$ cat config.mk
export PLATFORM = sky130hd
export DESIGN_NAME = fmap_ram_sequencer_flat
export DESIGN_NICKNAME = d
export VERILOG_FILES = /design/src/rtl/fmap_ram_sequencer_if.sv /design/src/rtl/fmap_ram_sequencer.sv /design/src/flat_wrapper.sv
export SDC_FILE = /design/constraint.sdc
export NUM_CORES = 1
export LEC_CHECK = 0
export CORE_MARGIN = 2
export CORE_UTILIZATION = 44
export CTS_BUF_LIST = sky130_fd_sc_hd__clkbuf_16
export CTS_CLUSTER_SIZE = 25
export DETAILED_ROUTE_END_ITERATION = 8
export GPL_TIMING_DRIVEN = 1
export PLACE_DENSITY = 0.81
export SYNTH_ARGS = -nofsm -noshare
export SYNTH_HDL_FRONTEND = slang
export SYNTH_SLANG_ARGS = --single-unit
$ cat constraint.sdc
create_clock -name clk -period 3.6 [get_ports clk]
set_clock_uncertainty 0.15 [all_clocks]
set_input_delay 0.72 -clock clk [delete_from_list [all_inputs] [get_ports clk]]
set_output_delay 0.72 -clock clk [all_outputs]
set_load 0.1 [all_outputs]
$ cat src/rtl/fmap_ram_sequencer_if.sv
// Requester-side bundle of the feature-map RAM sequencer: write, read and clear
// handshakes plus status. The requester side is master; the sequencer is slave.
interface fmap_ram_sequencer_if #(
   parameter int unsigned DATA_WIDTH       = 16,
   parameter int unsigned PARA_Y           = 3,
   parameter int unsigned WRITE_ADDR_WIDTH = 3,
   parameter int unsigned READ_ADDR_WIDTH  = 3
);
   localparam int unsigned WORD_W = PARA_Y * DATA_WIDTH;

   logic                        wr_valid;
   logic                        wr_ready;
   logic                        wr_acc;
   logic [WRITE_ADDR_WIDTH-1:0] wr_addr;
   logic [WORD_W-1:0]           wr_data;

   logic                        rd_valid;
   logic                        rd_ready;
   logic [READ_ADDR_WIDTH-1:0]  rd_addr;
   logic [READ_ADDR_WIDTH-1:0]  rd_sub_addr;
   logic                        rd_data_valid;
   logic [WORD_W-1:0]           rd_data;

   logic                        clr_start;
   logic                        clr_busy;
   logic                        acc_err;

   modport master (
      output wr_valid, wr_acc, wr_addr, wr_data,
      output rd_valid, rd_addr, rd_sub_addr,
      output clr_start,
      input  wr_ready, rd_ready, rd_data_valid, rd_data, clr_busy, acc_err
   );

   modport slave (
      input  wr_valid, wr_acc, wr_addr, wr_data,
      input  rd_valid, rd_addr, rd_sub_addr,
      input  clr_start,
      output wr_ready, rd_ready, rd_data_valid, rd_data, clr_busy, acc_err
   );
endinterface

$ cat src/rtl/fmap_ram_sequencer.sv
// Serialises writes, accumulates, reads and bank clears onto one PARA_Y-wide
// float16 feature-map RAM bank; exactly one RAM operation is in flight at a time.
module fmap_ram_sequencer #(
   parameter int unsigned DATA_WIDTH       = 16,
   parameter int unsigned PARA_Y           = 3,
   parameter int unsigned WRITE_ADDR_WIDTH = 3,
   parameter int unsigned READ_ADDR_WIDTH  = 3,
   parameter int unsigned ROW_COUNT        = 7
) (
   input  logic                          clk,
   input  logic                          rst,
   fmap_ram_sequencer_if.slave           req,
   output logic                          ram_ena_w,
   output logic                          ram_ena_add_write,
   output logic [WRITE_ADDR_WIDTH-1:0]   ram_addr_write,
   output logic [PARA_Y*DATA_WIDTH-1:0]  ram_din,
   input  logic                          ram_write_ready,
   output logic                          ram_ena_r,
   output logic [READ_ADDR_WIDTH-1:0]    ram_addr_read,
   output logic [READ_ADDR_WIDTH-1:0]    ram_sub_addr_read,
   input  logic [PARA_Y*DATA_WIDTH-1:0]  ram_dout
);

   localparam int unsigned WORD_W = PARA_Y * DATA_WIDTH;
   localparam logic [WRITE_ADDR_WIDTH-1:0] LAST_ROW = WRITE_ADDR_WIDTH'(ROW_COUNT - 1);

   localparam logic [2:0] S_IDLE   = 3'd0;
   localparam logic [2:0] S_WR     = 3'd1;
   localparam logic [2:0] S_ACC1   = 3'd2;
   localparam logic [2:0] S_ACC2   = 3'd3;
   localparam logic [2:0] S_ACCCHK = 3'd4;
   localparam logic [2:0] S_RD     = 3'd5;
   localparam logic [2:0] S_RDCAP  = 3'd6;
   localparam logic [2:0] S_CLR    = 3'd7;

   localparam logic RR_WR = 1'b0;
   localparam logic RR_RD = 1'b1;

   logic [2:0]                  state,      state_nxt;
   logic                        rr_last,    rr_last_nxt;
   logic                        clr_pend,   clr_pend_nxt;
   logic [WRITE_ADDR_WIDTH-1:0] clr_row,    clr_row_nxt;
   logic                        ena_w_q,    ena_w_nxt;
   logic                        ena_add_q,  ena_add_nxt;
   logic                        ena_r_q,    ena_r_nxt;
   logic [WRITE_ADDR_WIDTH-1:0] waddr_q,    waddr_nxt;
   logic [WORD_W-1:0]           din_q,      din_nxt;
   logic [READ_ADDR_WIDTH-1:0]  raddr_q,    raddr_nxt;
   logic [READ_ADDR_WIDTH-1:0]  rsub_q,     rsub_nxt;
   logic                        rdv_q,      rdv_nxt;
   logic [WORD_W-1:0]           rdata_q,    rdata_nxt;
   logic                        err_q,      err_nxt;
   logic                        busy_q,     busy_nxt;

   logic idle_free_c;
   logic pick_wr_c;
   logic wr_fire_c;
   logic rd_fire_c;

   // A pending or same-cycle clear blocks both data requesters.
   assign idle_free_c = (state == S_IDLE) && !busy_q && !req.clr_start && !clr_pend;

   // Round-robin: the class not served last wins a tie; a lone requester always wins.
   assign pick_wr_c = req.wr_valid ? ((rr_last == RR_RD) || !req.rd_valid)
                                   : ((rr_last == RR_RD) && !req.rd_valid);

   assign req.wr_ready = idle_free_c && pick_wr_c;
   assign req.rd_ready = idle_free_c && !pick_wr_c;
   assign wr_fire_c    = req.wr_valid && req.wr_ready;
   assign rd_fire_c    = req.rd_valid && req.rd_ready;

   always_ff @(posedge clk) begin
      if (rst) begin
         state     <= S_IDLE;
         rr_last   <= RR_RD;
         clr_pend  <= 1'b0;
         clr_row   <= '0;
         ena_w_q   <= 1'b0;
         ena_add_q <= 1'b0;
         ena_r_q   <= 1'b0;
         waddr_q   <= '0;
         din_q     <= '0;
         raddr_q   <= '0;
         rsub_q    <= '0;
         rdv_q     <= 1'b0;
         rdata_q   <= '0;
         err_q     <= 1'b0;
         busy_q    <= 1'b0;
      end else begin
         state     <= state_nxt;
         rr_last   <= rr_last_nxt;
         clr_pend  <= clr_pend_nxt;
         clr_row   <= clr_row_nxt;
         ena_w_q   <= ena_w_nxt;
         ena_add_q <= ena_add_nxt;
         ena_r_q   <= ena_r_nxt;
         waddr_q   <= waddr_nxt;
         din_q     <= din_nxt;
         raddr_q   <= raddr_nxt;
         rsub_q    <= rsub_nxt;
         rdv_q     <= rdv_nxt;
         rdata_q   <= rdata_nxt;
         err_q     <= err_nxt;
         busy_q    <= busy_nxt;
      end
   end

   // Next state plus next values of every registered output, so RAM controls
   // line up with the state they belong to.
   always_comb begin
      state_nxt    = state;
      rr_last_nxt  = rr_last;
      clr_pend_nxt = clr_pend;
      clr_row_nxt  = clr_row;
      ena_w_nxt    = 1'b0;
      ena_add_nxt  = 1'b0;
      ena_r_nxt    = 1'b0;
      waddr_nxt    = waddr_q;
      din_nxt      = din_q;
      raddr_nxt    = raddr_q;
      rsub_nxt     = rsub_q;
      rdv_nxt      = 1'b0;
      rdata_nxt    = rdata_q;
      err_nxt      = err_q;

      // Clears arriving mid-operation are queued; those during a clear are dropped.
      if (req.clr_start && (state != S_IDLE) && !busy_q) begin
         clr_pend_nxt = 1'b1;
      end

      case (state)
         S_IDLE: begin
            if (req.clr_start || clr_pend) begin
               state_nxt    = S_CLR;
               clr_pend_nxt = 1'b0;
               clr_row_nxt  = '0;
               ena_w_nxt    = 1'b1;
               waddr_nxt    = '0;
               din_nxt      = '0;
            end else if (wr_fire_c) begin
               rr_last_nxt = RR_WR;
               ena_w_nxt   = 1'b1;
               ena_add_nxt = req.wr_acc;
               waddr_nxt   = req.wr_addr;
               din_nxt     = req.wr_data;
               state_nxt   = req.wr_acc ? S_ACC1 : S_WR;
            end else if (rd_fire_c) begin
               rr_last_nxt = RR_RD;
               ena_r_nxt   = 1'b1;
               raddr_nxt   = req.rd_addr;
               rsub_nxt    = req.rd_sub_addr;
               state_nxt   = S_RD;
            end
         end
         S_WR: begin
            state_nxt = S_IDLE;
         end
         S_ACC1: begin
            ena_w_nxt   = 1'b1;
            ena_add_nxt = 1'b1;
            state_nxt   = S_ACC2;
         end
         S_ACC2: begin
            state_nxt = S_ACCCHK;
         end
         S_ACCCHK: begin
            if (!ram_write_ready) begin
               err_nxt = 1'b1;
            end
            state_nxt = S_IDLE;
         end
         S_RD: begin
            state_nxt = S_RDCAP;
         end
         S_RDCAP: begin
            rdv_nxt   = 1'b1;
            rdata_nxt = ram_dout;
            state_nxt = S_IDLE;
         end
         S_CLR: begin
            if (clr_row == LAST_ROW) begin
               state_nxt = S_IDLE;
            end else begin
               clr_row_nxt = clr_row + WRITE_ADDR_WIDTH'(1);
               ena_w_nxt   = 1'b1;
               waddr_nxt   = clr_row + WRITE_ADDR_WIDTH'(1);
               din_nxt     = '0;
            end
         end
         default: begin
            state_nxt = S_IDLE;
         end
      endcase

      busy_nxt = (state_nxt == S_CLR);
   end

   assign ram_ena_w          = ena_w_q;
   assign ram_ena_add_write  = ena_add_q;
   assign ram_addr_write     = waddr_q;
   assign ram_din            = din_q;
   assign ram_ena_r          = ena_r_q;
   assign ram_addr_read      = raddr_q;
   assign ram_sub_addr_read  = rsub_q;

   assign req.rd_data_valid  = rdv_q;
   assign req.rd_data        = rdata_q;
   assign req.clr_busy       = busy_q;
   assign req.acc_err        = err_q;

endmodule

$ cat src/flat_wrapper.sv
// flat-port wrapper written by rule: the top's interface ports become plain ports
module fmap_ram_sequencer_flat 
#(
   parameter int unsigned DATA_WIDTH       = 16,
   parameter int unsigned PARA_Y           = 3,
   parameter int unsigned WRITE_ADDR_WIDTH = 3,
   parameter int unsigned READ_ADDR_WIDTH  = 3,
   parameter int unsigned ROW_COUNT        = 7
)
  (clk, rst, ram_ena_w, ram_ena_add_write, ram_addr_write, ram_din, ram_write_ready, ram_ena_r, ram_addr_read, ram_sub_addr_read, ram_dout, req_wr_valid, req_wr_acc, req_wr_addr, req_wr_data, req_rd_valid, req_rd_addr, req_rd_sub_addr, req_clr_start, req_wr_ready, req_rd_ready, req_rd_data_valid, req_rd_data, req_clr_busy, req_acc_err);
  fmap_ram_sequencer_if #(.DATA_WIDTH(DATA_WIDTH), .PARA_Y(PARA_Y), .WRITE_ADDR_WIDTH(WRITE_ADDR_WIDTH), .READ_ADDR_WIDTH(READ_ADDR_WIDTH)) req_i ();
  input  logic clk;
  input  logic rst;
  output logic ram_ena_w;
  output logic ram_ena_add_write;
  output logic [WRITE_ADDR_WIDTH-1:0] ram_addr_write;
  output logic [PARA_Y*DATA_WIDTH-1:0] ram_din;
  input  logic ram_write_ready;
  output logic ram_ena_r;
  output logic [READ_ADDR_WIDTH-1:0] ram_addr_read;
  output logic [READ_ADDR_WIDTH-1:0] ram_sub_addr_read;
  input  logic [PARA_Y*DATA_WIDTH-1:0] ram_dout;
  input wire logic [$bits(req_i.wr_valid)-1:0] req_wr_valid;
  input wire logic [$bits(req_i.wr_acc)-1:0] req_wr_acc;
  input wire logic [$bits(req_i.wr_addr)-1:0] req_wr_addr;
  input wire logic [$bits(req_i.wr_data)-1:0] req_wr_data;
  input wire logic [$bits(req_i.rd_valid)-1:0] req_rd_valid;
  input wire logic [$bits(req_i.rd_addr)-1:0] req_rd_addr;
  input wire logic [$bits(req_i.rd_sub_addr)-1:0] req_rd_sub_addr;
  input wire logic [$bits(req_i.clr_start)-1:0] req_clr_start;
  output wire logic [$bits(req_i.wr_ready)-1:0] req_wr_ready;
  output wire logic [$bits(req_i.rd_ready)-1:0] req_rd_ready;
  output wire logic [$bits(req_i.rd_data_valid)-1:0] req_rd_data_valid;
  output wire logic [$bits(req_i.rd_data)-1:0] req_rd_data;
  output wire logic [$bits(req_i.clr_busy)-1:0] req_clr_busy;
  output wire logic [$bits(req_i.acc_err)-1:0] req_acc_err;
  assign req_i.wr_valid = req_wr_valid;
  assign req_i.wr_acc = req_wr_acc;
  assign req_i.wr_addr = req_wr_addr;
  assign req_i.wr_data = req_wr_data;
  assign req_i.rd_valid = req_rd_valid;
  assign req_i.rd_addr = req_rd_addr;
  assign req_i.rd_sub_addr = req_rd_sub_addr;
  assign req_i.clr_start = req_clr_start;
  assign req_wr_ready = req_i.wr_ready;
  assign req_rd_ready = req_i.rd_ready;
  assign req_rd_data_valid = req_i.rd_data_valid;
  assign req_rd_data = req_i.rd_data;
  assign req_clr_busy = req_i.clr_busy;
  assign req_acc_err = req_i.acc_err;
  fmap_ram_sequencer #(.DATA_WIDTH(DATA_WIDTH), .PARA_Y(PARA_Y), .WRITE_ADDR_WIDTH(WRITE_ADDR_WIDTH), .READ_ADDR_WIDTH(READ_ADDR_WIDTH), .ROW_COUNT(ROW_COUNT)) u_core (.clk(clk), .rst(rst), .req(req_i), .ram_ena_w(ram_ena_w), .ram_ena_add_write(ram_ena_add_write), .ram_addr_write(ram_addr_write), .ram_din(ram_din), .ram_write_ready(ram_write_ready), .ram_ena_r(ram_ena_r), .ram_addr_read(ram_addr_read), .ram_sub_addr_read(ram_sub_addr_read), .ram_dout(ram_dout));
endmodule
==> metrics.md <==
| Metric | Value |
|---|---|
| Warnings from Yosys | 0 |
| Peak fanout along the critical path | 4 |
| Vias in the first global route | 4370 |
| HP Class | reg2reg |
| Grt peak-use layer | met2 |
| Fin cells | 903 |
| Clock Path Buffers | 2 |
| Clock-pin slew on the worst setup and hold paths | 0.05 ns |
| Initial antenna violation count | 0 |
| Final critical-path required period | 3.04 ns |
| Area Growth Syn to Fin | 59.6% |
| H-tree depth | 4 |
| Post CTS Setup Buffer Count | 0 |
| GP Congestion | 0.870 |
| Port Buffers | 224 |
| DRC viols | 0 |
| Placed instance count | 871 |
| Power Dens Cells | 813 nW/um^2 |
| Sink Count | 119 |
| Synthesized Nets | 660 |
| Reg2Reg Setup Slack | 1.37 ns |
| Core ar. | 10400 um^2 |
| Routed Antenna Nets | 0 |
| Crit path kind | in2out |
| Largest net degree at the start of global routing | 67 |
| TritonCTS clock tree | built |
| Vias | 4459 |
| Worst reg2reg path depth | 7 |
| Peak supply drop | 448 uV |
| Seq cells post-synth | 119 |
| Fmax | 0.329 GHz |
| GRT Overall Usage | 22.9% |
| Grt ovf | 0 |
| Met3 Usage GRT | 8.41% |
| Worst Tran Pin Value | 1.03 ns |
| DP HPWL | 9.37 mm |
| WP data required | 2.73 ns |
| GRT met1 Usage | 26.5% |
| Antenna diodes | 0 |
| Share of cells above drive strength 1 | 10.6% |
| Root Buffer | clkbuf_16 |
| Mapped Cells | 546 |
| Maxcap violations | 0 |
| Static Leak | 2.79 nW |
| Nets | 868 |
| Mapped Area | 4730 um^2 |
| Startpoint type of the worst setup path | input port |
| Slew Limit Fails | 0 |
| Hold worst-path end | u_core.req.rd_data[47]$_SDFFE_PP0P_ |
| Reg-to-reg critical path startpoint | u_core.clr_row[0]$_SDFFE_PP0P_ |
| GRT met2 Usage | 38.6% |
| Largest cells by area after synthesis | dfxtp_1 50%, nand2_1 12%, mux2i_1 11%, nand2b_1 6.6%, a21oi_1 6.2% |
| Hold Worst Slack | 0.303 ns |
| Fillers | 796 |
| Routed WL | 13.4 mm |
| Clk_lat worst skew | 0.40 ns |
| CTS Hold Bufs | 0 |
| Fin crit share | 84.5% |
| WHS Path Cells | 2 |
| CP arrival | 2.17 ns |
| Avg Vias per Cell | 4.94 |
| Starting DRC count in detailed routing | 248 |
| Starting density of the core | 45.6% |
| Worst r2r dst | u_core.ram_din[40]$_SDFFE_PP0P_ |
| Relative slew slack | 30.9% |
| Synthesized area per cell | 8.66 um^2 |
| Unrepaired setup endpoints after global routing | no |
| Global-route wire length before repair | 20.9 mm |
| Die area | 11600 um^2 |
| Netlist cell types | 34 |
| Post-synthesis sequential area ratio | 50.4% |
| Die height | 108 um |
| Hold Fails Final Rpt | 0 |
| Crit. End Element | primary output |
| Leading area contributor after synthesis | dfxtp_1 |
| Die Wd | 108 um |
| Yosys top cell area share | 50.4% |
| Outcome | finished, final reports clean |
| FP Rows | 37 |
| Number of buffers created by CTS | 17 |
| Setup TNS | 0 ns |
| IO Count | 225 |
| Worst Min Path Start | u_core.req.rd_data[47]$_SDFFE_PP0P_ |
| Post-CTS sizing | 0 |
| Pwr Total | 6.14 mW |
| Pre-Repair DR Iteration Count | 4 |
| WL/cell | 14.8 um |
| Final setup vio count | 0 |
==> cells in the mapped netlist (all sizes together) <==
| library cell | instances |
|---|---|
| a211oi | 5 |
| a21bo | 1 |
| a21o | 1 |
| a21oi | 59 |
| a221o | 1 |
| a31oi | 2 |
| and2 | 2 |
| and3 | 1 |
| buf | 14 |
| clkbuf | 25 |
| dfxtp | 119 |
| ha | 2 |
| inv | 4 |
| mux2 | 1 |
| mux2i | 54 |
| nand2 | 153 |
| nand2b | 50 |
| nand3 | 3 |
| nand4b | 1 |
| nor2 | 22 |
| nor2b | 4 |
| nor3 | 9 |
| nor4 | 1 |
| nor4b | 1 |
| o21ai | 6 |
| o32ai | 1 |
| or2 | 2 |
| or3 | 1 |
| xor2 | 1 |
==> logic make-up after synthesis <==
kind of cell    count (synthesis)  synth area share, %
compound gates                 76                 8.70
mux                            55                 11.7
fa+ha+maj                       2                0.529
buf+inv                        43                 4.21
simple gates                  250                 24.3
flops                         119                 50.4
xor+xnor                        1                0.185
==> metal layers <==
layer,vias up,part of all wire (%),routed length [um]
met3,24,7.9,1060
met1,2071,41,5440
met5,-,0,0
li1,2197,-,-
met4,0,2.2,297
met2,167,49,6580
==> layout make-up <==
type,instances,area (um^2),share of cell area [%]
flip-flops and latches,119,2380,31.6
repair buffers,228,2230,29.5
multi-input cells,384,2170,28.7
clock buffers,17,425,5.64
well taps,136,170,2.25
clock inverters,15,161,2.14
inverters,4,15.0,0.199
==> registers in the layout, summed over array words and instances, names as in the netlist <==
signal,cells
u_core.ram_addr_write,3
u_core.clr_pend,1
u_core.ram_addr_read,3
u_core.ram_din,48
u_core.req.clr_busy,1
u_core.state,3
u_core.rr_last,1
u_core.ram_ena_w,1
u_core.ram_ena_add_write,1
u_core.ram_sub_addr_read,3
u_core.ram_ena_r,1
u_core.req.acc_err,1
u_core.clr_row,3
u_core.req.rd_data_valid,1
u_core.req.rd_data,48
==> critical path, stage by stage <==
cell	delay [ns]
clkdlybuf4s50_1	0.43
or2_2	0.35
nor3_1	0.25
and2_1	0.23
buf_12	0.18
==> worst max path at each step <==
stage,from,endpoint,slack (ns),cells after the start
2_1_floorplan,req_clr_start,req_rd_ready,0.44,3
3_3_place_gp,req_clr_start,req_wr_ready,0.58,5
3_5_place_dp,req_clr_start,req_wr_ready,0.54,5
4_1_cts,req_clr_start,req_wr_ready,0.55,5
5_1_grt,req_clr_start,req_wr_ready,0.46,5
6_report,req_clr_start,req_wr_ready,0.56,5
==> metrics by stage <==
| step | area (um^2) | worst slack, ns | utilization (%) |
|---|---|---|---|
| finish | 7550 | 0.559 | 72.8 |
| detailed placement | 6960 | 0.540 | 67.1 |
| CTS | 7550 | 0.549 | 72.8 |
| global placement | 6960 | 0.581 | 67.1 |
| global route | 7550 | 0.459 | 72.8 |
| floorplan | 4730 | 0.436 | - |
==> placed cells by master (no fill, tap or decap), drive strengths merged <==
cell type / count
a211oi: 5
clkinvlp: 5
nor2b: 4
nor3: 9
a21bo: 1
a31oi: 2
mux2: 1
bufinv: 3
clkinv: 7
a221o: 1
and2: 2
nand3: 3
a21o: 1
a21oi: 59
ha: 2
or3: 1
nand4b: 1
clkdlybuf4s50: 191
mux2i: 54
nand2: 153
nor4: 1
and3: 1
buf: 37
inv: 4
dfxtp: 119
clkbuf: 17
o21ai: 6
nand2b: 50
xor2: 1
o32ai: 1
nor4b: 1
or2: 2
nor2: 22
==> report_power, final <==
group | internal, mW | total [mW] | switching, mW
combinational | 0.781 | 2.81 | 2.03
clock | 1.07 | 1.65 | 0.579
sequential | 1.53 | 1.68 | 0.145
No activity file was read; power rests on OpenSTA's default activity.
==> RTL change, RTL diff (config.mk and constraints unchanged) <==
`READ_ADDR_WIDTH` is set to 3 in 3 places; all go to 2.
--- a/src/rtl/fmap_ram_sequencer_if.sv
+++ b/src/rtl/fmap_ram_sequencer_if.sv
@@ -5,5 +5,5 @@
    parameter int unsigned PARA_Y           = 3,
    parameter int unsigned WRITE_ADDR_WIDTH = 3,
-   parameter int unsigned READ_ADDR_WIDTH  = 3
+   parameter int unsigned READ_ADDR_WIDTH  = 2
 );
    localparam int unsigned WORD_W = PARA_Y * DATA_WIDTH;
--- a/src/rtl/fmap_ram_sequencer.sv
+++ b/src/rtl/fmap_ram_sequencer.sv
@@ -5,5 +5,5 @@
    parameter int unsigned PARA_Y           = 3,
    parameter int unsigned WRITE_ADDR_WIDTH = 3,
-   parameter int unsigned READ_ADDR_WIDTH  = 3,
+   parameter int unsigned READ_ADDR_WIDTH  = 2,
    parameter int unsigned ROW_COUNT        = 7
 ) (
--- a/src/flat_wrapper.sv
+++ b/src/flat_wrapper.sv
@@ -5,5 +5,5 @@
    parameter int unsigned PARA_Y           = 3,
    parameter int unsigned WRITE_ADDR_WIDTH = 3,
-   parameter int unsigned READ_ADDR_WIDTH  = 3,
+   parameter int unsigned READ_ADDR_WIDTH  = 2,
    parameter int unsigned ROW_COUNT        = 7
 )
Interface: changed (resized ram_addr_read, ram_sub_addr_read, req_rd_addr and req_rd_sub_addr); port bits go from 225 to 221. The function was not compared with the original's and may differ.
==> RTL change against the original RTL <==
Worst hold slack lost 0.00066 ns. Fmax down 0.56%. Register-to-register slack hardly changed. Via count decreased by 0.96%. Global-route usage decreased by 0.15 points. Synthesized area fell by 1.6%. Wire length fell by 1.3%. Sequential share of layout area down 0.066 points. Total power fell by 0.41%. Sequential cell count fell by 2. Utilization shrank 0.43 points. Worst setup slack worse by 0.017 ns. Synthesized cell count is 1.1% lower. Design area shrank 1.5%. Critical path type unchanged. Largest cell class unchanged.
==> RTL change: results (changes against the original RTL) <==
Run status
  • Status: completed

Min path
  • Hold Crit Start: u_core.req.rd_data[33]$_SDFFE_PP0P_

Detailed routing
  • Avg Vias per Cell: 4.945 (+0.14%)
  • DR WL/cell: 14.79 microns (-0.18%)
  • M1 wire length: 5310 microns (-2.4%)
  • TritonRoute pass-1 iters: 6 (+2)
  • Metal3 WL: 749 microns (-29%)

Logic synthesis
  • Synth Instances: 540 (-1.1%)
  • Post-synth top cells: nand2_1, dfxtp_1, a21oi_1
  • Top post-synthesis cells by area: dfxtp_1, nand2_1, mux2i_1, nand2b_1, a21oi_1
  • Synth cell types: 33 (-2.9%)

Timing
  • Hold_ws: 0.3024 ns (-0.0006630 ns)
  • Worst slew pin tran: 1.021 ns (-0.01342 ns)
  • Tmin final: 3.058 ns (+0.01722 ns)

Cells and area
  • Number of fill cells: 806 (+1.3%)
  • Fin util: 0.7236 (-0.004277)

Worst setup path
  • Reg2reg end: u_core.ram_din[47]$_SDFFE_PP0P_
  • Critical Path AT: 2.19 ns (+0.02 ns)

Place
  • GPL Wtd Cong: 0.8865 (+2.0%)
  • # port buffers: 220 (-1.8%)
  • DP Cell Count: 861 (-1.1%)
  • Post-DP HPWL: 9154 microns (-2.3%)

Power and ir drop
  • Clk pwr share: 0.273 (+0.004)
  • Sw Share: 0.4504 (+0.002106)
  • Pwr/cell area: 821.8 nW/um^2 (+1.1%)

Global route
  • Gr usage total: 0.2273 (-0.001478)
  • Vias in the first global route: 4,365 (-0.11%)
RTL change: cell count changes after synthesis, sizes merged:
cell and delta:
mux2i -2, dfxtp -2, nor2 -2, buf +1, clkbuf -1
RTL change: cell type report:
class | count | area, sq um | area share
clock inverter | 15 | 163.9 | 0.02204
timing repair buffer | 224 | 2190 | 0.2944
multi-input combinational | 380 | 2131 | 0.2865
inverter | 4 | 15.01 | 0.002019
tap | 136 | 170.2 | 0.02288
clock buffer | 17 | 425.4 | 0.05720
sequential | 117 | 2342 | 0.3149
RTL change: kinds of logic (layout without fill, tap and decap cells):
kind of cell / after synthesis / in the layout / share of synthesized area
AND/OR/NAND/NOR: 248 / 248 / 0.2436
flip-flops: 117 / 117 / 0.5034
AO/OA/AOI/OAI: 76 / 76 / 0.08847
multiplexers: 53 / 53 / 0.1143
buffers and inverters: 43 / 260 / 0.04302
adder cells (fa/ha/maj): 2 / 2 / 0.005377
XOR/XNOR: 1 / 1 / 0.001883
